<file path="config.mk">
export PLATFORM = sky130hd
export DESIGN_NAME = uart_rx
export DESIGN_NICKNAME = d
export VERILOG_FILES = /design/src/rtl/uart_rx.sv
export SDC_FILE = /design/constraint.sdc
export NUM_CORES = 1
export LEC_CHECK = 0
export ABC_AREA = 0
export BUFFER_PORTS_ARGS = -buffer_cell sky130_fd_sc_hd__buf_4
export CELL_PAD_IN_SITES_DETAIL_PLACEMENT = 0
export CELL_PAD_IN_SITES_GLOBAL_PLACEMENT = 1
export CORE_UTILIZATION = 47
export DETAILED_ROUTE_END_ITERATION = 16
export PLACE_DENSITY = 0.8
export SLEW_MARGIN = 20
export SYNTH_ARGS = -nofsm -noshare
export SYNTH_HDL_FRONTEND = slang
export SYNTH_SLANG_ARGS = --single-unit
</file>
<file path="constraint.sdc">
create_clock -name clock -period 4.61 [get_ports clock]
set_input_delay 0.461 -clock clock [delete_from_list [all_inputs] [get_ports clock]]
set_output_delay 0.461 -clock clock [all_outputs]
set_load 0.1 [all_outputs]
</file>
<file path="src/rtl/uart_rx.sv">
// UART receiver: 2-flop synchronised line, start/data/parity/stop sampling,
// single-entry output register with valid/ready handshake and error pulses.
module uart_rx #(
  parameter int unsigned DW       = 8,
  parameter int unsigned SW       = 1,
  parameter logic        IDLE     = 1'b1,
  parameter string       PARITY   = "NONE",
  parameter int unsigned BAUD_DIV = 434
) (
  input  logic          clock,
  input  logic          reset,
  input  logic          rxd,
  output logic [DW-1:0] rx_data,
  output logic          rx_valid,
  input  logic          rx_ready,
  output logic          err_parity,
  output logic          err_frame,
  output logic          err_overrun,
  output logic          busy
);

  localparam int unsigned CW  = $clog2(BAUD_DIV);
  localparam int unsigned IW  = $clog2(DW);
  localparam int unsigned SWW = $clog2(SW + 1);
  localparam logic [CW-1:0]  HALF      = CW'(BAUD_DIV / 2 - 1);
  localparam logic [CW-1:0]  FULL      = CW'(BAUD_DIV - 1);
  localparam logic [IW-1:0]  LAST_IDX  = IW'(DW - 1);
  localparam logic [SWW-1:0] LAST_STOP = SWW'(SW - 1);
  localparam bit PAR_EN  = (PARITY != "NONE");
  localparam bit PAR_ODD = (PARITY == "ODD");

  typedef enum logic [2:0] {
    S_IDLE,
    S_START,
    S_DATA,
    S_PARITY,
    S_STOP,
    S_DONE
  } state_t;

  state_t state, state_n;

  logic           sync1, line, prev;
  logic [CW-1:0]  cnt;
  logic [IW-1:0]  idx;
  logic [SWW-1:0] sidx;
  logic [DW-1:0]  shift;
  logic           par_bad, frm_bad;
  logic           start_edge, half_tick, bit_tick, par_exp, load;

  assign start_edge = (prev == IDLE) && (line != IDLE);
  assign half_tick  = (cnt == HALF);
  assign bit_tick   = (cnt == FULL);
  assign par_exp    = PAR_ODD ? ~^shift : ^shift;
  assign load       = !rx_valid || rx_ready;

  always_ff @(posedge clock) begin
    if (reset) begin
      sync1 <= IDLE;
      line  <= IDLE;
      prev  <= IDLE;
    end else begin
      sync1 <= rxd;
      line  <= sync1;
      prev  <= line;
    end
  end

  always_ff @(posedge clock) begin
    if (reset) state <= S_IDLE;
    else       state <= state_n;
  end

  always_comb begin
    state_n     = state;
    err_parity  = 1'b0;
    err_frame   = 1'b0;
    err_overrun = 1'b0;
    busy        = (state != S_IDLE);
    case (state)
      S_IDLE:   if (start_edge) state_n = S_START;
      S_START:  if (half_tick) state_n = (line == IDLE) ? S_IDLE : S_DATA;
      S_DATA:   if (bit_tick && idx == LAST_IDX) state_n = PAR_EN ? S_PARITY : S_STOP;
      S_PARITY: if (bit_tick) state_n = S_STOP;
      S_STOP:   if (bit_tick && sidx == LAST_STOP) state_n = S_DONE;
      S_DONE: begin
        state_n     = S_IDLE;
        err_parity  = par_bad;
        err_frame   = frm_bad;
        err_overrun = !load;
      end
      default:  state_n = S_IDLE;
    endcase
  end

  always_ff @(posedge clock) begin
    if (reset) begin
      cnt      <= '0;
      idx      <= '0;
      sidx     <= '0;
      shift    <= '0;
      par_bad  <= 1'b0;
      frm_bad  <= 1'b0;
      rx_data  <= '0;
      rx_valid <= 1'b0;
    end else begin
      // cnt restarts at the mid start bit so every later tick lands mid-bit
      if (state == S_IDLE || bit_tick || (state == S_START && half_tick))
        cnt <= '0;
      else
        cnt <= cnt + CW'(1);

      case (state)
        S_START: if (half_tick) begin
          idx     <= '0;
          sidx    <= '0;
          par_bad <= 1'b0;
          frm_bad <= 1'b0;
        end
        S_DATA: if (bit_tick) begin
          shift[idx] <= line;
          idx        <= idx + IW'(1);
        end
        S_PARITY: if (bit_tick) par_bad <= (line != par_exp);
        S_STOP: if (bit_tick) begin
          sidx <= sidx + SWW'(1);
          if (line != IDLE) frm_bad <= 1'b1;
        end
        default: ;
      endcase

      if (state == S_DONE && load) begin
        rx_data  <= shift;
        rx_valid <= 1'b1;
      end else if (rx_valid && rx_ready) begin
        rx_valid <= 1'b0;
      end
    end
  end

endmodule

</file>
---- Word level (Yosys, flattened, before mapping) ----
Cells that the tools add are included.
cells by class
  eq/ne operators ......................... 17
  multiply operators ...................... 0
  $lt $le $gt $ge ......................... 2
  divide/modulo/power cells ............... 0
  mux-type cells .......................... 26
  shifts and indexed selects .............. 0
  bitwise operators ....................... 2
  reduce and logical (&&, ||, !) cells .... 26
  $add $sub $neg .......................... 3
operators with widths
  cell                                                  number
  two-way mux 3 bit                                     7
  != test 2 bit (second input constant)                 8
  case mux 3 bit (5 select lines)                       1
  two-way mux 1 bit                                     11
  adder 9 x 1 -> 9 bit (second input constant)          1
  equality test 3 bit (second input constant)           3
  equality test 9 x 8 -> 1 bit (second input constant)  1
  equality test 9 bit (second input constant)           1
  AND reduction 3 bit                                   3
  bitwise mux 8 bit                                     1
  nonzero test 2 bit                                    4
  XOR reduction 8 bit                                   1
  logical AND 1 bit                                     7
  equality test 3 x 2 -> 1 bit (second input constant)  2
  case mux 1 bit (2 select lines)                       3
  case mux 3 bit (2 select lines)                       1
  AND reduction 5 bit                                   1
  < comparator 3 x 4 -> 1 bit (second input constant)   1
  AND reduction 4 bit                                   1
  adder 3 x 1 -> 3 bit (second input constant)          1
  demux 1 bit (select 3 bit)                            1
  equality test 3 x 1 -> 1 bit (second input constant)  1
  >= comparator 3 x 1 -> 1 bit (second input constant)  1
  logical NOT 3 bit                                     1
  other kinds (9)                                       13
word-level totals
  bits in read-only memories .............. 0
  register bits after elaboration ......... 38
  memory bits (writable) .................. 0
  memories ................................ 0
  output and inout bits ................... 13
  latch bits .............................. 0

---- Longest topological paths before layout ----
Gate-level depths: netlist (run 1).
  depth after elaboration ................. 5
  mapped depth ............................ 7

---- Worst setup path before layout (run 1) ----
OpenSTA, ideal clock, no wires.
  kind .................................... flip-flop to output port
  from .................................... register rx_valid
  to ...................................... output port err_overrun
  cell stages (with the launch flop) ...... 3
  setup slack ............................. 1.754 ns
  data arrival time ....................... 2.395 ns
  data required time ...................... 4.149 ns
  cell sequence ........................... dfxtp_1 -> nand2b_1 -> nor2_1
on the way
  cells in the longest elaborated chain, start to end .. 4
ends and longest elaborated chain
  what                    RTL line  RTL
  from (decl)             14        output logic rx_valid,
  from (signal assigned)  105       rx_valid <= 1'b0;
  from (signal assigned)  134       rx_valid <= 1'b1;
  from (signal assigned)  136       rx_valid <= 1'b0;
  logical NOT 1 bit       55        assign load = !rx_valid || rx_ready;
  logical OR 1 bit        55
  logical NOT 1 bit       90        err_overrun = !load;
  two-way mux 1 bit       80        case (state)
  to (decl)               18        output logic err_overrun,
Every way passes these cells.

---- Final worst setup path (run 1) ----
  from .................................... register state[2]
  to ...................................... register rx_data[6]
on the way
  cells in the longest elaborated chain, start to end .. 2
ends and longest elaborated chain
  what                    RTL line  RTL
  from (decl)             41        state_t state, state_n;
  from (signal assigned)  71        else state <= state_n;
  equality test 3 bit     132       if (state == S_DONE && load) begin
  logical AND 1 bit       132
  to (signal assigned)    133       rx_data <= shift;
  to (decl)               13        output logic [DW-1:0] rx_data,
Every way passes these cells.
A chain may end at the register's enable or synchronous reset.

==> impl_metrics.toml, run 1 <==
[run_status]
outcome = "complete, no violations"

[floorplan]
initial_core_util_pct = 50.56
num_rows = 21
core_mm2 = 0.003442
die_height_um = 62.85
io_pins = 17
fp.dieW_um = 62.85
die_area_mm2 = 0.003950

[global_route]
gr-usage-all-layers_pct = 18.35
antenna_found_initial = 0
grt_max_degree = 27
grt_first_pass_wirelength_mm = 5.754
grt_pass1_vias = 1278
overflow = 0

[min_path]
whs_endpoint = "sync1$_SDFF_PP1_"
holdPathStages = 2
hp-class = "input port to flip-flop"
hold_start = "rxd"

[clocking]
path_clk_slew_ns = 0.07
clockBufferDepth = 2
cts_tree = "built"
cts_root_buffer = "clkbuf_8"
cts_setup_buffers = 0
ctsHtreeMaxLevel = 2
clk_latency_ns = 0.28
cts_buffers = 5
cts_sinks = 38
cts_hold_buf = 0
post_cts_resized = 0

[detailed_routing]
drt_wl_total_mm = 3.244
detail-route-antenna-nets = 0
drt-pass1-iter-count = 3
vias = 1325
route.detailed.drc = 0
wl_per_cell_um = 12.62
drt_iter0_markers = 80
routed_via_density = 5.156

[timing]
period_minus_slack_ns = 2.192
slew-limit-headroom_pct = 38.96
finalHoldViolations = 0
maxSlewViolCount = 0
setup_tns_ns = 0
worst_pin_slew_ns = 0.9137
setup_viol = 0
skew_ns = 0.006675
fin_crit_sh_pct = 47.54
max_freq_mhz = 456.2
rsz0062_at_grt = "no"

[job]
max-cap-violations = 0

[critical_path]
critPathKind = "flip-flop to flip-flop"
r2r_cells = 5
start_kind = "flip-flop"
rrSetupSlack_ns = 2.42
critical_path_arrival_ns = 2.35
cp_data_required_time_ns = 4.77
endpoint_kind = "flip-flop"
worst_r2r_endpoint = "rx_data[6]$_SDFFE_PP0P_"
path_max_fanout = 8
worstReg2RegStart = "state[2]$_SDFFE_PP0P_"

[finish]
fin_cells = 257
regArea_um2 = 760.7
diodes = 0
drive_gt1_share_pct = 13.74
area_growth_pct = 13.23
multiInputGateArea_um2 = 922.1
fin_nets = 220
fill_cells = 318

[logic_synthesis]
synthDistinctLibCells = 37
synth_area_per_cell_um2 = 8.971
synth_nets = 203
yosysSeqAreaShare_pct = 43.71
synth_edf_count = 0
ys_ff_latch = 38
synthCells = 194
synth_async_sr_flop_share_pct = 0
yosys_warnings = 0
synth_area_mm2 = 0.001740
synth_flop_cell = "dfxtp_1"

[power]
leakage_uw = 0.0007198
power.density_mw_per_mm2 = 367.7
irDropWorstVdd_mv = 0.2028

[place]
hpwlAfterDp_mm = 2.371
io_buffers = 16
gp_congestion = 0.8668
placed_cells = 250
-- cell usage after synthesis (2+ instances only) --
cell type	count	area, um2
nor3_1	3	15.01
dfxtp_1	38	760.7
nor3b_1	4	30.03
a21oi_1	7	35.03
inv_1	9	33.78
nor4_1	2	12.51
xnor2_1	11	96.34
nand3_1	10	50.05
mux2i_1	16	160.2
nand2_1	13	48.80
or2_2	2	12.51
nand4_1	2	12.51
nor4b_1	3	26.28
nor2_1	37	138.9
xor2_1	4	35.03
clkbuf_1	4	15.01
o21ai_0	3	15.01
or3_1	2	12.51
ha_1	5	62.56
nor2b_1	2	12.51
-- area by class of cell --
cell class	count	share of cell area, %
multi-input cells	141	46.79
flip-flops and latches	38	38.60
repair buffers	16	6.095
clock buffers	7	3.873
well taps	46	2.921
inverters	9	1.714
-- logic make-up (layout without fill, tap and decap cells) --
| group | count (synthesis) | count (layout) | synth area share [%] |
|---|---|---|---|
| xor gates and xnor gates | 15 | 15 | 7.548 |
| and+or+nand+nor | 89 | 89 | 26.60 |
| buffers and inverters | 15 | 32 | 3.306 |
| AOI/OAI and AO/OA | 15 | 15 | 5.392 |
| muxes | 17 | 17 | 9.849 |
| adders and majority gates | 5 | 5 | 3.595 |
| DFF | 38 | 38 | 43.71 |
-- power breakdown --
group / switching (uW) / internal, uW / total (uW) / leakage [uW]
clock: 103 / 104 / 207 / 0.0000383
sequential: 17.1 / 341 / 358 / 0.000307
combinational: 108 / 52.0 / 160 / 0.000374
-- worst max path at each step --
| stage | slack, ns | from | endpoint | depth (start not counted) |
|---|---|---|---|---|
| after floorplan | 1.75 | rx_valid$_SDFFE_PP0P_ | err_overrun | 2 |
| after global placement | 2.46 | state[2]$_SDFFE_PP0P_ | rx_data[5]$_SDFFE_PP0P_ | 5 |
| after detailed placement | 2.39 | state[2]$_SDFFE_PP0P_ | rx_data[6]$_SDFFE_PP0P_ | 5 |
| after CTS | 2.38 | state[2]$_SDFFE_PP0P_ | rx_data[6]$_SDFFE_PP0P_ | 5 |
| after global routing | 2.22 | state[2]$_SDFFE_PP0P_ | rx_data[0]$_SDFFE_PP0P_ | 5 |
| final | 2.42 | state[2]$_SDFFE_PP0P_ | rx_data[6]$_SDFFE_PP0P_ | 5 |
-- layout by cell type, fill, tap and decap left out, types with 3 or more instances in the layout --
cell,count
nor3_1,3
mux2i_1,16
nor3b_1,4
buf_4,16
nand2_1,13
ha_1,5
xnor2_1,11
xor2_1,4
dfxtp_1,38
nor4b_1,3
nand3_1,10
o21ai_0,3
clkbuf_8,5
a21oi_1,7
nor2_1,37
inv_1,9
-- worst max-delay path, cell delays in order, from the launching register on --
cell	delay, ns
dfxtp_1	0.44
inv_1	0.12
or3_1	0.46
nor2b_1	0.74
mux2i_1	0.27
nor2_1	0.05
-- metrics by stage --
stage / area (um2) / total power, uW / setup slack, ns / hold slack (ns) / utilization [%]
final: 1971 / 724.7 / 2.418 / 0.3786 / 57.25
after global routing: 1971 / 765.1 / 2.225 / 0.3662 / 57.25
after CTS: 1971 / 734.2 / 2.383 / 0.3683 / 57.25
after detailed placement: 1894 / 524.8 / 2.394 / 0.4010 / 55.03
after global placement: 1894 / 523.8 / 2.464 / 0.4046 / 55.03
after floorplan: 1740 / 492.7 / 1.754 / 0.3895 / -
-- registers in the layout, summed over array words and instances, names as in the netlist --
register and count:
cnt 9, sync1 1, rx_data 8, rx_valid 1, prev 1, idx 3
state 3, shift 8, line 1, par_bad 1, frm_bad 1, sidx 1
-- metal layers --
metal	share of wire, %	wire (um)	GRT usage [%]	vias to the layer above
met5	0	0	0	-
met4	0.89	29	6.977	0
met3	3.0	96	4.745	2
met2	46	1487	29.48	15
met1	50	1630	23.42	616
li1	-	-	-	692
Note: power is estimated with default switching activity, not from simulation.
==> inputs of run 2 (changes only) <==
- CORE_UTILIZATION: 47 -> 40
- PLACE_DENSITY: 0.8 -> 0.72
- clock period: 4.61 -> 2 ns (I/O delays scaled with it)
==> impl_metrics.toml, run 2 (same netlist as run 1, synthesis figures left out) <==
[critical_path]
critical_path_arrival_ns = 2.14
rrSetupSlack_ns = 0.07
cp_data_required_time_ns = 2.21
path_max_fanout = 3
r2r_cells = 8
worst_r2r_endpoint = "state[2]$_SDFFE_PP0P_"
worstReg2RegStart = "cnt[1]$_SDFF_PP0_"
critPathKind = "flip-flop to flip-flop"
endpoint_kind = "flip-flop"
start_kind = "flip-flop"

[clocking]
cts_buffers = 5
clockBufferDepth = 2
cts_sinks = 38
path_clk_slew_ns = 0.08
cts_root_buffer = "clkbuf_8"
cts_tree = "built"
ctsHtreeMaxLevel = 2
clk_latency_ns = 0.29

[global_route]
overflow = 0
grt_pass1_vias = 1323
antenna_found_initial = 0
gr-usage-all-layers_pct = 16.54
grt_first_pass_wirelength_mm = 5.678
grt_max_degree = 27

[power]
irDropWorstVdd_mv = 0.4600
leakage_uw = 0.0008217
total_power_uw = 1840
power.density_mw_per_mm2 = 838.0

[min_path]
hold_start = "rxd"
holdPathStages = 2
whs_endpoint = "sync1$_SDFF_PP1_"
hp-class = "input port to flip-flop"

[timing]
maxSlewViolCount = 0
rsz0062_at_grt = "yes"
skew_ns = 0.009237
setup_viol = 0
finalHoldViolations = 0
period_minus_slack_ns = 1.928
max_freq_mhz = 518.7
slew-limit-headroom_pct = 67.53
worst_pin_slew_ns = 0.4864
fin_crit_sh_pct = 96.40
setup_slack_ns = 0.07195

[detailed_routing]
wl_per_cell_um = 13.08
drt-pass1-iter-count = 4
detail-route-antenna-nets = 0
drt_wl_total_mm = 3.623
vias = 1419
drt_iter0_markers = 57
route.detailed.drc = 0
routed_via_density = 5.123

[finish]
largest_register = "cnt"
reg.largest.list = "cnt: 9 flops, rx_data: 8 flops, shift: 8 flops"
area_growth_pct = 26.17
diodes = 0
final_util_pct = 53.74
final_cell_mix = "nor2_1 (36), dfxtp_1 (36), buf_4 (27)"
largest_reg_flops = 9
design_area_mm2 = 0.002196
fin_nets = 235
drive_gt1_share_pct = 26.43

[job]
max-cap-violations = 0

[floorplan]
fp.dieW_um = 67.96
initial_core_util_pct = 42.59
die_area_mm2 = 0.004619
io_pins = 17
core_mm2 = 0.004086
die_height_um = 67.96
num_rows = 23

[place]
dpl-instance-area_mm2 = 0.001992
hpwlAfterDp_mm = 2.523
io_buffers = 16
pre_cts_ws_ns = -0.04028
gp_congestion = 0.8161

[run_status]
outcome = "complete, no violations"
==> run 2: cell count changes in the layout (fill, tap and decap cells not counted), sizes merged <==
cell | previous run | this run
clkbuf | 7 | 6
clkinv | 0 | 1
clkinvlp | 0 | 1
buf | 16 | 31
==> run 2: metrics by stage <==
step	instances	setup TNS [ns]	hold slack, ns
3_5_place_dp	266	-0.04028	0.3973
3_3_place_gp	266	0	0.3895
4_1_cts	275	0	0.08576
6_report	277	0	0.08836
2_1_floorplan	194	-0.9389	0.3038
5_1_grt	277	-0.01417	0.07676
==> run 2: cell type report <==
type	instances	area, um2
tap	50	62.56
inverter	9	33.78
timing repair buffer	31	247.7
clock buffer	6	82.58
sequential	38	763.2
fill	408	1891
multi-input combinational	141	993.5
clock inverter	2	12.51
==> run 2: routing by layer <==
metal  up-vias  GRT usage (%)  wire [um]
met1       665          20.51       1720
met3         5          5.500        134
met2        25          26.59       1726
li1        724              -          -
met4         0          5.729         42
met5         -              0          0
==> run 2: worst max-delay path by stage <==
stage / from / to / slack, ns / depth (start not counted)
after CTS: cnt[1]$_SDFF_PP0_ / state[2]$_SDFFE_PP0P_ / 0.009 / 7
final: cnt[1]$_SDFF_PP0_ / state[2]$_SDFFE_PP0P_ / 0.07 / 8
after global placement: cnt[1]$_SDFF_PP0_ / state[2]$_SDFFE_PP0P_ / 0.03 / 7
after detailed placement: cnt[1]$_SDFF_PP0_ / state[2]$_SDFFE_PP0P_ / -0.04 / 7
after global routing: cnt[1]$_SDFF_PP0_ / state[2]$_SDFFE_PP0P_ / -0.01 / 8
after floorplan: state[2]$_SDFFE_PP0P_ / err_frame / -0.39 / 3
==> run 2: where the power goes <==
group          internal [uW]  switching [uW]  total (uW)
Combinational            178             301         479
Clock                    277             271         548
Sequential               787            25.6         813
Total                   1240             598        1840
==> run 2: critical path, stage by stage (launching register included) <==
cell,delay (ns)
dfxtp_2,0.34
inv_2,0.07
ha_4,0.11
and4bb_4,0.27
buf_6,0.11
nand3_2,0.06
and2_4,0.15
or4_4,0.54
a211oi_2,0.20
==> run 2: timing repair <==
action	in CTS	in global routing
pin swaps	0	4
setup buffers	1	2
gates resized for setup	2	17
hold buffers	0	0
setup endpoints to repair	1	10
